File: src/rtl/azadi_pad_mux.sv
// Caravel pad multiplexer: per-pad function select with tri-state gap on switch,
// sticky configuration lock and an io_in synchronizer chain.
module azadi_pad_mux #(
  parameter int unsigned NUM_PADS    = 38,
  parameter int unsigned PAD_IDX_W   = 6,
  parameter int unsigned SYNC_STAGES = 2,
  parameter int unsigned GAP_CYCLES  = 2,
  parameter logic [1:0]  RESET_SEL   = 2'd0
) (
  input  logic                 wb_clk_i,
  input  logic                 wb_rst_i,
  input  logic                 cfg_valid,
  output logic                 cfg_ready,
  input  logic [PAD_IDX_W-1:0] cfg_pad,
  input  logic [1:0]           cfg_sel,
  input  logic                 cfg_lock,
  output logic                 cfg_err,
  output logic                 locked_o,
  input  logic [NUM_PADS-1:0]  gpio_o,
  input  logic [NUM_PADS-1:0]  gpio_oe,
  input  logic [NUM_PADS-1:0]  alt0_o,
  input  logic [NUM_PADS-1:0]  alt0_oe,
  input  logic [NUM_PADS-1:0]  alt1_o,
  input  logic [NUM_PADS-1:0]  alt1_oe,
  output logic [NUM_PADS-1:0]  pad_in_o,
  input  logic [NUM_PADS-1:0]  io_in,
  output logic [NUM_PADS-1:0]  io_out,
  output logic [NUM_PADS-1:0]  io_oeb
);

  typedef enum logic [1:0] {StIdle, StGap, StCommit} state_e;

  localparam logic [3:0] GapLoad = 4'(GAP_CYCLES - 1);

  state_e                     r_state, w_state_next;
  logic [3:0]                 r_gap_cnt;
  logic [PAD_IDX_W-1:0]       r_sw_pad;
  logic [1:0]                 r_sw_sel;
  logic [NUM_PADS-1:0][1:0]   r_sel;
  logic                       r_locked, r_err;
  logic [NUM_PADS-1:0]        r_io_out, r_io_oeb;
  logic [NUM_PADS-1:0]        w_drv_out, w_drv_oeb;
  logic [NUM_PADS-1:0]        r_sync [SYNC_STAGES];
  logic                       w_accept, w_pad_bad, w_reject, w_start;
  logic                       w_switching, w_commit;
  logic [1:0]                 w_cur_sel;

  // Request decode
  always_comb begin
    w_cur_sel = 2'd0;
    for (int unsigned p = 0; p < NUM_PADS; p++) begin
      if (cfg_pad == PAD_IDX_W'(p)) w_cur_sel = r_sel[p];
    end
  end

  assign w_pad_bad = (32'(cfg_pad) >= NUM_PADS);
  assign w_accept  = cfg_valid & cfg_ready;
  assign w_reject  = w_accept & (w_pad_bad | r_locked);
  assign w_start   = w_accept & ~w_reject & (cfg_sel != w_cur_sel);

  // FSM: state register
  always_ff @(posedge wb_clk_i) begin
    if (wb_rst_i) r_state <= StIdle;
    else          r_state <= w_state_next;
  end

  // FSM: next state
  always_comb begin
    w_state_next = r_state;
    unique case (r_state)
      StIdle:   if (w_start) w_state_next = StGap;
      StGap:    if (r_gap_cnt == 4'd0) w_state_next = StCommit;
      StCommit: w_state_next = StIdle;
      default:  w_state_next = StIdle;
    endcase
  end

  // FSM: outputs
  always_comb begin
    cfg_ready   = (r_state == StIdle) & ~wb_rst_i;
    w_switching = (r_state != StIdle);
    w_commit    = (r_state == StCommit);
  end

  // Select registers, gap counter, lock and error pulse
  always_ff @(posedge wb_clk_i) begin
    if (wb_rst_i) begin
      r_gap_cnt <= 4'd0;
      r_sw_pad  <= '0;
      r_sw_sel  <= 2'd0;
      r_locked  <= 1'b0;
      r_err     <= 1'b0;
      r_sel     <= {NUM_PADS{RESET_SEL}};
    end else begin
      r_err <= w_reject;
      if (w_accept && !w_reject && cfg_lock) r_locked <= 1'b1;
      if (w_start) begin
        r_sw_pad  <= cfg_pad;
        r_sw_sel  <= cfg_sel;
        r_gap_cnt <= GapLoad;
      end else if (r_state == StGap && r_gap_cnt != 4'd0) begin
        r_gap_cnt <= r_gap_cnt - 4'd1;
      end
      if (w_commit) begin
        for (int unsigned p = 0; p < NUM_PADS; p++) begin
          if (r_sw_pad == PAD_IDX_W'(p)) r_sel[p] <= r_sw_sel;
        end
      end
    end
  end

  // Next pad drive; the pad being switched is parked tri-stated low
  always_comb begin
    w_drv_out = '0;
    w_drv_oeb = '1;
    for (int unsigned p = 0; p < NUM_PADS; p++) begin
      case (r_sel[p])
        2'd0: begin
          w_drv_out[p] = gpio_o[p];
          w_drv_oeb[p] = ~gpio_oe[p];
        end
        2'd1: begin
          w_drv_out[p] = alt0_o[p];
          w_drv_oeb[p] = ~alt0_oe[p];
        end
        2'd2: begin
          w_drv_out[p] = alt1_o[p];
          w_drv_oeb[p] = ~alt1_oe[p];
        end
        default: begin
          w_drv_out[p] = 1'b0;
          w_drv_oeb[p] = 1'b1;
        end
      endcase
      if (w_switching && r_sw_pad == PAD_IDX_W'(p)) begin
        w_drv_out[p] = 1'b0;
        w_drv_oeb[p] = 1'b1;
      end
    end
  end

  always_ff @(posedge wb_clk_i) begin
    if (wb_rst_i) begin
      r_io_out <= '0;
      r_io_oeb <= '1;
    end else begin
      r_io_out <= w_drv_out;
      r_io_oeb <= w_drv_oeb;
    end
  end

  // Input synchronizer chain
  always_ff @(posedge wb_clk_i) begin
    if (wb_rst_i) begin
      for (int unsigned i = 0; i < SYNC_STAGES; i++) r_sync[i] <= '0;
    end else begin
      r_sync[0] <= io_in;
      for (int unsigned i = 1; i < SYNC_STAGES; i++) r_sync[i] <= r_sync[i-1];
    end
  end

  assign pad_in_o = r_sync[SYNC_STAGES-1];
  assign io_out   = r_io_out;
  assign io_oeb   = r_io_oeb;
  assign cfg_err  = r_err;
  assign locked_o = r_locked;

endmodule

File: config.mk
export PLATFORM = sky130hd
export DESIGN_NAME = azadi_pad_mux
export DESIGN_NICKNAME = d
export VERILOG_FILES = /design/src/rtl/azadi_pad_mux.sv
export SDC_FILE = /design/constraint.sdc
export NUM_CORES = 1
export LEC_CHECK = 0
export ABC_AREA = 1
export CAP_MARGIN = 20
export CORE_MARGIN = 2
export CORE_UTILIZATION = 35
export DETAILED_ROUTE_END_ITERATION = 10
export PLACE_DENSITY_LB_ADDON = 0.12
export SETUP_SLACK_MARGIN = 0.3
export SLEW_MARGIN = 0
export SYNTH_ARGS = -nofsm -noshare
export SYNTH_HDL_FRONTEND = slang
export SYNTH_SLANG_ARGS = --single-unit
export TNS_END_PERCENT = 5
File: constraint.sdc
create_clock -name wb_clk_i -period 5.1 [get_ports wb_clk_i]
set_clock_uncertainty 0.15 [all_clocks]
set_input_delay 0.51 -clock wb_clk_i [delete_from_list [all_inputs] [get_ports wb_clk_i]]
set_output_delay 0.51 -clock wb_clk_i [all_outputs]
set_load 0.05 [all_outputs]
After elaboration in Yosys (flattened, before gate mapping)
Memories as Yosys holds them, arrays and structs flattened.
Index checks and enable logic that the tools add are counted.

word-level totals
  output and inout bits = 117
  bits in registers = 168
  memories kept = 1
  RAM bits = 76

memory list
  name    depth  bits a word  read ports  clocked after Yosys merged registers in  wr ports  RTL line  text
  r_sync  2      38           2           0                                        2         43        logic [NUM_PADS-1:0] r_sync [SYNC_STAGES];

operators by class
  magnitude comparators = 1
  mux-type cells = 124
  eq/ne operators = 155
  reduce and logical (&&, ||, !) cells = 165
  bitwise operators = 124
  add/subtract/negate cells = 1

operators by type and width
  kind                  number
  $pmux W1 S3           76
  $eq A6 B5 Y1 const B  32
  $not A1 Y1            116
  $eq A6 B4 Y1 const B  16
  $mux W2               40
  $eq A2 B1 Y1 const B  39
  $eq A2 B2 Y1 const B  39
  $logic_not A2 Y1      39
  $reduce_and A2 Y1     39
  $reduce_or A2 Y1      39
  $mux W38              2
  $eq A6 B6 Y1 const B  12
  $eq A6 B3 Y1 const B  8
  $logic_and A1 B1 Y1   41
  $eq A6 B2 Y1 const B  4
  $eq A6 B1 Y1 const B  2
  $logic_not A6 Y1      2
  $ge A6 B6 Y1 const B  1
  $and A1 B1 Y1         5
  $mux W1               5
  $logic_not A4 Y1      1
  $ne A2 B2 Y1 const B  2
  $pmux W2 S2           1
  $reduce_bool A2 Y1    2
  5 further kinds       7

Longest topological paths before layout
  depth after elaboration = 43
  depth in mapped cells = 35
  depth with buffers taken out = 34

Least setup slack after synthesis
Ideal clock, no wire load.

  path type = input -> register
  start = in cfg_pad[4]
  end = reg r_sw_sel[1]
  stages = 31
  setup time = 0.115 ns
  arrival time = 2.685 ns
  data required time = 4.835 ns
  setup slack = 2.150 ns
  cells stage by stage = nor2_4 inv_2 nor2_2 nand2_1 nand2_1 nand4_1 nor2_1 nand4_1 nor2_1 nand4_1 nand2_1 nand4_1 nand2_1 nand2_1 nand2_1 nand2_1 nand2_1 nand2_1 nand2_1 nand4_1 nor2_1 nand3_1 nand2_1 nand3_1 nand2_1 nand2_1 nand2_4 buf_6 nand3_1 nand2_1 nor2_1

on the way
  word-level cells in the longest chain between the ends = 41

ends and longest elaborated chain
  element                RTL line  text
  from (decl)            14        input logic [PAD_IDX_W-1:0] cfg_pad,
  $logic_not A6 Y1       52        if (cfg_pad == PAD_IDX_W'(p)) w_cur_sel = r_sel[p];
  $mux W2 (38 in a row)  52
  $ne A2 B2 Y1           59        assign w_start = w_accept & ~w_reject & (cfg_sel != w_cur_sel);
  $and A1 B1 Y1 *        59
  to (signal assigned)   99        r_sw_sel <= cfg_sel;
  to (decl)              38        logic [1:0] r_sw_sel;

Mark *: on every way between the ends. The rest lies on a longest branch, timed or not.
A chain may end at the register's enable or synchronous reset.

Final worst setup path
  start = in cfg_pad[3]
  end = reg r_gap_cnt[1]

on the way
  word-level cells in the longest chain between the ends = 42

ends and longest elaborated chain
  element                              RTL line  text
  $logic_not A6 Y1                     52
  $mux W2 (38 in a row)                52
  $ne A2 B2 Y1                         59
  $and A1 B1 Y1 *                      59
  $reduce_or A2 Y1 (no source line) *  --
  to (signal assigned)                 100       r_gap_cnt <= GapLoad;
  to (signal assigned)                 102       r_gap_cnt <= r_gap_cnt - 4'd1;
  to (decl)                            36        logic [3:0] r_gap_cnt;

Marked as above.

==> impl_results.md <==
* Crit. End Element: flop
* Chip height at 180 µm
* Syn Inst Count at 1530
* Final max-slew violation count at 0
* Initial antenna violation count at 8
* Outcome: finished, final reports clean
* Ports at 395
* First-pass GRT wire length at 59900 µm
* # hold bufs at CTS at 0
* Clock share of power at 0.451
* Final Hold Viols at 0
* Largest net degree at the start of global routing at 69
* R2R depth at 30
* Die area at 0.0323 mm²
* CTS root buf: clkbuf_16
* Max incr delay on CP at 0.51 ns
* Placer congestion estimate at 0.919
* Final Cycle Share at 0.711
* Maximum vdd ir drop at 0.235 mV
* Share of layout cells above drive strength 1 at 0.0379
* Vias/cell at 4.90
* Synthesized flop and latch total at 244
* WS Path Type: in2reg
* Wire per inst at 16.9 µm
* CP max stage cell: clkdlybuf4s50_1
* Finished Layout Cells at 2303
* Antenna viol nets, final at 0
* P_int at 3.73 mW
* Number of buffers created by CTS at 29
* Endpoints failing setup at 0
* Post-placement cell count at 2243
* Core ar. at 0.0305 mm²
* Post-CTS setup buffers at 0
* Synth-to-Final Area Change at 47.0%
* Final wirelength at 39000 µm
* Skew-Pair Late Insertion Delay at 0.54 ns
* CP required at 5.38 ns
* Reg2reg setup slack at 1.90 ns
* Most Frequent Cell on Critical Path: nand2_1
* Max Fanout on Critical Path at 17
* TritonRoute pass-1 iters at 5
* Synth Net Count at 1809
* Post-Route Setup TNS at 0 ns
* Vias at 11300
* RSZ-0062 raised after global routing: false
* Sequential Power Share at 0.402
* H-tree depth at 1
* Commonest non-fill, non-tap cell in the layout: clkdlybuf4s50_1
* Aggregate global routing overflow at 0
* Pleak at 6.16 nW
* Slew headroom at 0.235
* Post-synthesis cell area at 0.0108 mm²
* CTS clk-pin slew, worst paths at 0.06 ns
* Final min period at 3.62 ns
* Ys Warns at 0
* Drt first-iter violations at 681
* Syn Area/Cell at 7.06 µm²
* NetSw at 1.28 mW
* CTS sink cnt at 244
* HP Class: reg2reg
* Most frequent cells in the layout: clkdlybuf4s50_1, inv_1, dfxtp_1
* Hold Path Origin: r_sync[0][9]
* Worst EP arrival at 3.91 ns
* Least-Margin Pin Slew at 1.14 ns
* Global Route Usage Sum at 0.232
* Max clock buf depth at 3
* # DRC at 0
* CP startpoint: cfg_pad[3]
* PwrDens at 315 mW/mm²
* Max Cap Viol at 0
* Final net count at 2157
* Initial Util at 0.354
* Port bufs at 394
* Die Wd at 180 µm
* DP Wirelength at 29800 µm
* R2r startpoint: r_sel[10]
* Hold path depth at 2
* CTS tree: built
* Fmax at 276 MHz
* Fill cells at 2952
* Category of the worst setup path launch point: input pin
* Combinational share of power at 0.147
* Synth cell types at 28
* Post_cts resized at 0
* Via count of the first global-routing pass at 10700
* Row count at 64
* Sw Share at 0.256
* Seq/Total Area, Yosys at 0.452
==> per-stage QoR <==
step	setup WS [ns]	cell area, µm²	hold slack, ns	utilization	power (mW)
2_1_floorplan	2.15	10800	0.238	-	2.42
3_3_place_gp	1.07	14800	0.239	0.486	2.79
3_5_place_dp	0.956	14800	0.242	0.486	2.79
4_1_cts	1.51	15900	0.246	0.520	5.06
5_1_grt	1.08	15900	0.263	0.521	5.20
6_report	1.48	15900	0.247	0.521	5.01
==> registers in the layout, summed over array words and instances, names as in the netlist <==
register   count
r_sel         76
cfg_err        1
r_sw_pad       6
r_sync        76
r_gap_cnt      4
locked_o       1
io_out        38
io_oeb        38
r_sw_sel       2
r_state        2
==> per-layer routing <==
metal / GRT usage / wire length [µm] / up-vias
met5: 0 / 0 / -
met4: 0.0689 / 901 / 0
met3: 0.0468 / 2710 / 51
met2: 0.388 / 18300 / 407
met1: 0.302 / 17100 / 5139
li1: - / - / 5698
==> power groups by stage <==
stage | Clock [mW] | Combinational, mW | Sequential (mW)
finish | 2.26 | 0.736 | 2.01
floorplan | 0 | 0.257 | 2.16
global placement | 0 | 0.732 | 2.05
CTS | 2.31 | 0.739 | 2.01
global route | 2.39 | 0.784 | 2.02
detailed placement | 0 | 0.734 | 2.06
==> path summary, 6_finish.rpt <==
path                   endpoint
hold / removal    r_sync[0][47]
setup / recovery   r_gap_cnt[1]
setup reg to reg   r_gap_cnt[1]
hold reg to reg   r_sync[0][47]
==> Yosys cell counts (all sizes together) <==
master  count  share of area
ha          1         0.0012
or4         7         0.0049
a21o        1        0.00069
a31oi      50          0.029
o211ai      2         0.0014
clkbuf     31          0.011
nor4        1        0.00058
a21oi     155          0.072
nor3       89          0.041
dfxtp     244           0.45
xor2        2         0.0016
nand4      16         0.0093
o21ai      83          0.038
nand3     150          0.069
inv       267          0.093
o311ai     19          0.015
nor2      222          0.078
buf        50          0.031
clkinv      2        0.00069
a31o        1        0.00081
nand2     137          0.049
==> critical path: cells and delay by family <==
| family | cells | cell delay (ns) |
|---|---|---|
| and+or+nand+nor | 32 | 2.89 |
| buffers and inverters | 1 | 0.51 |
==> cells by family (layout without fill, tap and decap cells) <==
kind of cell    count (synthesis)  count (layout)  share of synthesized area
simple gates                  622             622                      0.252
buf+inv                       350             719                      0.135
compound gates                311             311                      0.157
flops                         244             244                      0.452
xor+xnor                        2               2                    0.00162
fa+ha+maj                       1               1                    0.00116
other cells                     0               8                          0
==> final cells by class <==
type,count,area [µm²],share of cell area
Sequential cell,244,4890,0.308
Multi-Input combinational cell,936,4460,0.281
Clock inverter,19,284,0.0179
Timing Repair Buffer,398,3970,0.250
Tap cell,396,495,0.0312
Antenna cell,8,20.0,0.00126
Clock buffer,33,761,0.0479
Inverter,269,1010,0.0635
Note: power is estimated with default switching activity, not from simulation.
